### src/rtl/kbd_pkg.sv
// Shared constants, state type and command ROM for the PS/2 keyboard bring-up sequencer.
package kbd_pkg;

    localparam logic [7:0] KBD_CMD_ENABLE  = 8'hF4;
    localparam logic [7:0] KBD_CMD_SCANSET = 8'hF0;
    localparam logic [7:0] KBD_SCANSET_1   = 8'h01;
    localparam logic [7:0] KBD_ACK         = 8'hFA;
    localparam logic [7:0] KBD_RESEND      = 8'hFE;
    localparam logic [7:0] KBD_BAT_OK      = 8'hAA;

    typedef enum logic [2:0] {
        ST_BOOT  = 3'd0,
        ST_SEND  = 3'd1,
        ST_WAIT  = 3'd2,
        ST_RUN   = 3'd3,
        ST_ERROR = 3'd4
    } kbd_seq_state_t;

    function automatic logic [7:0] kbd_cmd_rom(input logic [1:0] idx);
        case (idx)
            2'd0:    return KBD_CMD_ENABLE;
            2'd1:    return KBD_CMD_SCANSET;
            default: return KBD_SCANSET_1;
        endcase
    endfunction

endpackage

### src/rtl/kbd_ack_timer.sv
// Saturating acknowledge timeout counter; expired holds once ACK_TIMEOUT cycles have been counted.
module kbd_ack_timer #(
    parameter int ACK_TIMEOUT = 1024
) (
    input  logic clk,
    input  logic rst,
    input  logic clear,
    input  logic enable,
    output logic expired
);
    localparam int TW = $clog2(ACK_TIMEOUT);
    localparam logic [TW-1:0] LAST = TW'(ACK_TIMEOUT - 1);

    logic [TW-1:0] cnt;

    always_ff @(posedge clk or posedge rst) begin
        if (rst)
            cnt <= '0;
        else if (clear)
            cnt <= '0;
        else if (enable && cnt != LAST)
            cnt <= cnt + 1'b1;
    end

    assign expired = (cnt == LAST);

endmodule

### src/rtl/kbd_init_sequencer.sv
// PS/2 keyboard bring-up: sends F4, F0, 01 with ack/resend/timeout retries, then forwards scan codes.
module kbd_init_sequencer
    import kbd_pkg::*;
#(
    parameter int ACK_TIMEOUT = 1024,
    parameter int MAX_RETRY   = 3
) (
    input  logic       KBD_CLK,
    input  logic       KBD_RESET,
    output logic [7:0] tx_data,
    output logic       tx_valid,
    input  logic       tx_ready,
    input  logic [7:0] rx_data,
    input  logic       rx_valid,
    input  logic       reinit,
    output logic [7:0] scan_data,
    output logic       scan_valid,
    output logic       init_done,
    output logic       init_error
);
    localparam int RW = (MAX_RETRY < 1) ? 1 : $clog2(MAX_RETRY + 1);
    localparam logic [RW-1:0] RETRY_LIMIT = RW'(MAX_RETRY);

    kbd_seq_state_t state_q, state_d;
    logic [1:0]     step_q, step_d;
    logic [RW-1:0]  retry_q, retry_d;
    logic           booted_q;
    logic           fwd;
    logic           expired;

    // Timer runs only in WAIT; holding it clear elsewhere makes every WAIT entry start from zero.
    kbd_ack_timer #(.ACK_TIMEOUT(ACK_TIMEOUT)) u_ack_timer (
        .clk    (KBD_CLK),
        .rst    (KBD_RESET),
        .clear  (state_q != ST_WAIT),
        .enable (state_q == ST_WAIT),
        .expired(expired)
    );

    always_comb begin
        state_d = state_q;
        step_d  = step_q;
        retry_d = retry_q;
        fwd     = 1'b0;
        unique case (state_q)
            ST_BOOT: begin
                if (booted_q) begin
                    state_d = ST_SEND;
                    step_d  = '0;
                    retry_d = '0;
                end
            end
            ST_SEND: begin
                if (tx_valid && tx_ready)
                    state_d = ST_WAIT;
            end
            ST_WAIT: begin
                // A received byte always outranks a coincident timeout.
                if (rx_valid && rx_data == KBD_ACK) begin
                    if (step_q == 2'd2) begin
                        state_d = ST_RUN;
                    end else begin
                        step_d  = step_q + 2'd1;
                        retry_d = '0;
                        state_d = ST_SEND;
                    end
                end else if ((rx_valid && rx_data == KBD_RESEND) || (!rx_valid && expired)) begin
                    if (retry_q == RETRY_LIMIT) begin
                        state_d = ST_ERROR;
                    end else begin
                        retry_d = retry_q + 1'b1;
                        state_d = ST_SEND;
                    end
                end
            end
            ST_RUN: begin
                if (rx_valid) begin
                    if (rx_data == KBD_BAT_OK) begin
                        state_d = ST_SEND;
                        step_d  = '0;
                        retry_d = '0;
                    end else begin
                        fwd = 1'b1;
                    end
                end
            end
            ST_ERROR: ;
            default: state_d = ST_BOOT;
        endcase
        if (reinit && state_q != ST_BOOT) begin
            state_d = ST_SEND;
            step_d  = '0;
            retry_d = '0;
            fwd     = 1'b0;
        end
    end

    // Outputs are registered from the next state so they line up with the state they describe.
    always_ff @(posedge KBD_CLK or posedge KBD_RESET) begin
        if (KBD_RESET) begin
            state_q    <= ST_BOOT;
            step_q     <= '0;
            retry_q    <= '0;
            booted_q   <= 1'b0;
            tx_valid   <= 1'b0;
            tx_data    <= '0;
            scan_valid <= 1'b0;
            scan_data  <= '0;
            init_done  <= 1'b0;
            init_error <= 1'b0;
        end else begin
            state_q    <= state_d;
            step_q     <= step_d;
            retry_q    <= retry_d;
            booted_q   <= 1'b1;
            tx_valid   <= (state_d == ST_SEND);
            if (state_d == ST_SEND)
                tx_data <= kbd_cmd_rom(step_d);
            scan_valid <= fwd;
            if (fwd)
                scan_data <= rx_data;
            init_done  <= (state_d == ST_RUN);
            init_error <= (state_d == ST_ERROR);
        end
    end

endmodule

### config.mk
export PLATFORM = sky130hd
export DESIGN_NAME = kbd_init_sequencer
export DESIGN_NICKNAME = d
export VERILOG_FILES = /design/src/rtl/kbd_pkg.sv /design/src/rtl/kbd_ack_timer.sv /design/src/rtl/kbd_init_sequencer.sv
export SDC_FILE = /design/constraint.sdc
export NUM_CORES = 1
export LEC_CHECK = 0
export ABC_AREA = 1
export ABC_CLOCK_PERIOD_IN_PS = 2600
export BUFFER_PORTS_ARGS = -buffer_cell sky130_fd_sc_hd__buf_2
export CORE_ASPECT_RATIO = 0.75
export CORE_MARGIN = 2
export CORE_UTILIZATION = 55
export DETAILED_ROUTE_END_ITERATION = 12
export PLACE_DENSITY = 0.89
export SYNTH_ARGS = -nofsm -noshare
export SYNTH_HDL_FRONTEND = slang
export SYNTH_SLANG_ARGS = --single-unit
### constraint.sdc
create_clock -name KBD_CLK -period 2.6 [get_ports KBD_CLK]
set_input_delay 0.26 -clock KBD_CLK [delete_from_list [all_inputs] [get_ports KBD_CLK]]
set_output_delay 0.26 -clock KBD_CLK [all_outputs]
set_load 0.02 [all_outputs]
==> impl_metrics.json <==
{
  "rr_startpoint": "u_ack_timer.cnt[0]",
  "clock.fmax_ghz": 0.586,
  "fin_total_pwr_mw": 2.01,
  "sw_frac_of_total": 0.407,
  "multiInputGateArea_um2": 842,
  "postCtsHoldBufs": 0,
  "crit_top_cell": "nand2_1",
  "crit_chain": "ha_1 > nand2_1 > nor2_2 > nand3_4 > nand2_2 > nand3b_1 > nand2_1 > nand2_1 > nand3_2 > nand2_2 > nand2_1 > nand2_1",
  "area_growth_pct": 15.8,
  "cellLeakagePower_nw": 1.14,
  "critical_path.max_stage_delay_ns": 0.38,
  "remaining_drc_errors": 0,
  "startpoint_type": "register",
  "rrSetupSlack_ns": 0.89,
  "hold_path.class": "input pin to asynchronous set/reset pin",
  "rsz0062_at_grt": "no",
  "wl_per_cell_um": 12.6,
  "clk_path_buf_depth": 2,
  "arrival_ns": 1.89,
  "final_core_util": 0.653,
  "fp.dieH_um": 53.8,
  "clockPowerShare": 0.252,
  "ys_types": 26,
  "synthTopCellsByArea": "dfrtp_1, nand2_1, inv_1, nand3_1, ha_1",
  "tritoncts": "yes",
  "ff_latch_area_um2": 826,
  "core_mm2": 0.00322,
  "required_ns": 2.78,
  "post-synth-top-area-fraction": 0.454,
  "final.period_utilization": 0.657,
  "ys_warn_count": 0,
  "clock_sinks": 33,
  "end_kind": "register",
  "grt_antenna_before_repair": 0,
  "ys_seq_area_frac": 0.454,
  "syn_area_mm2": 0.00182,
  "vias": 1580,
  "drive_gt1_frac": 0.243,
  "die-width_um": 70.4,
  "synth.most_common_cell": "nand2_1",
  "num_rows": 18,
  "cts_inserted_buffers": 5,
  "start_util": 0.564,
  "place.detailed.hpwl_um": 2850,
  "synth_top_cells_by_count": "nand2_1, dfrtp_1, inv_1",
  "clkLatencyLatePin_ns": 0.29,
  "dr.pass1.iters": 4,
  "internal-power_mw": 1.19,
  "die-area_mm2": 0.00379,
  "grt_start_max_net_pins": 34,
  "combPwrFrac": 0.395,
  "fill_cells": 266,
  "grt_overflow": 0,
  "postCtsSetupRepairBufs": 0,
  "crit_buf_inv": 0,
  "yosysTopAreaCell": "dfrtp_1",
  "yosys_most_used_dff": "dfrtp_1",
  "h-tree-depth": 2,
  "track_usage": 0.221,
  "clk_pin_slew_ns": 0.07,
  "pwr-share-seq": 0.354,
  "irDropWorstVdd_mv": 0.654,
  "synth_cells": 233,
  "antenna_cells": 0,
  "ys_seq_elements": 33,
  "crit_type": "register to register",
  "pwr_density_cell_mw_per_mm2": 957,
  "io_buffers": 30,
  "maxSlewViolCount": 0,
  "dr.first_iter.drc_count": 73,
  "vias_per_cell": 5.15,
  "layout_min_cycle_time_ns": 1.71,
  "gp_congestion": 0.930,
  "syn_area_per_cell_um2": 7.80,
  "r2r_end": "tx_data[6]",
  "power.switching_uw": 820,
  "status": "complete, no violations",
  "grt_pass1_wl_um": 6350,
  "cts_resized": 0,
  "antenna_left": 0,
  "synth_edf_count": 0,
  "critPathSlowestCell": "dfrtp_1",
  "tns_ns": 0,
  "ctsRootBufferMaster": "clkbuf_8",
  "hold_violations": 0,
  "finalSetupViolCount": 0,
  "synthArstFlopShare": 1.00,
  "pin_count": 33,
  "fin_skew_ns": 0.00545,
  "cp_top_family": "simple AND/OR/NAND/NOR gates",
  "routed_wl_um": 3860,
  "first_global_vias": 1472,
  "nets": 283,
  "r2r_cells": 12,
  "worst-path-max-fanout": 6,
  "cap_violations": 0
}
-- worst max-delay path by stage --
stage / end / depth (start not counted) / slack [ns] / start
global placement: tx_data[6] / 12 / 0.94 / u_ack_timer.cnt[1]
detailed placement: tx_data[2] / 14 / 0.91 / u_ack_timer.cnt[0]
global route: tx_data[2] / 14 / 0.72 / u_ack_timer.cnt[1]
floorplan: tx_data[6] / 14 / 1.11 / u_ack_timer.cnt[0]
CTS: tx_data[6] / 14 / 0.90 / u_ack_timer.cnt[0]
finish: tx_data[6] / 12 / 0.89 / u_ack_timer.cnt[0]
-- tightest hold or removal path, stage by stage --
cell and delay [ns]:
buf_2 0.09, inv_1 0.05, buf_4 0.37
-- sequential cells by signal, indices dropped and copies added, names as in the netlist --
signal / cells
u_ack_timer.cnt: 10
scan_data: 8
state_q: 3
tx_data: 3
retry_q: 2
step_q: 2
booted_q: 1
init_done: 1
init_error: 1
scan_valid: 1
tx_valid: 1
-- final cells by class --
cell class | instances | area share
multi-input combinational | 166 | 0.400
sequential | 33 | 0.392
clock inverter | 2 | 0.0178
timing repair buffer | 31 | 0.0749
clock buffer | 6 | 0.0392
tap | 40 | 0.0238
inverter | 29 | 0.0517
-- layer usage --
metal | GRT usage | share of wire | vias to the layer above
li1 | - | - | 798
met1 | 0.282 | 0.47 | 739
met2 | 0.371 | 0.47 | 36
met3 | 0.0543 | 0.049 | 7
met4 | 0.0897 | 0.015 | 0
met5 | 0 | 0 | -
-- cell usage in the layout, fill, tap and decap left out --
master,n
nand2_1,75
dfrtp_1,33
buf_2,30
inv_1,25
nand3_1,16
nor2_1,13
nand2_2,8
o21ai_0,8
nor2_2,7
a21oi_1,7
clkbuf_8,6
inv_2,4
nor2_4,4
ha_1,4
nor3_1,3
nand4_1,3
conb_1,3
nand3_2,2
a31oi_1,2
a211oi_1,2
a22oi_1,2
o21ai_1,2
nand3_4,1
nand3b_1,1
o211a_1,1
xor2_1,1
nor4_1,1
bufinv_16,1
clkinvlp_4,1
buf_4,1
-- power groups by stage --
stage	sequential [mW]	clock, mW	combinational [mW]
after global placement	0.716	0	0.768
after CTS	0.713	0.509	0.796
after detailed placement	0.720	0	0.793
after floorplan	0.832	0	0.486
final	0.713	0.507	0.795
after global routing	0.728	0.534	0.894
-- logic make-up (layout without fill, tap and decap cells) --
kind of cell / Yosys count / in the layout / share of synthesized area
flops: 33 / 33 / 0.454
xor+xnor: 1 / 1 / 0.00482
other cells: 2 / 3 / 0.00413
compound gates: 24 / 24 / 0.0757
fa+ha+maj: 4 / 4 / 0.0275
buf+inv: 35 / 68 / 0.0846
simple gates: 134 / 134 / 0.349
-- stage by stage --
step                setup slack [ns]  hold WS (ns)  cells  instance area, um2
global placement               0.936         0.364    299                1980
CTS                            0.899        0.0731    307                2100
detailed placement             0.911         0.378    299                1980
finish                         0.892        0.0516    307                2100
global route                   0.716         0.107    307                2100
floorplan                       1.11         0.367    234                1820
Power figures use the tool's default switching activity.
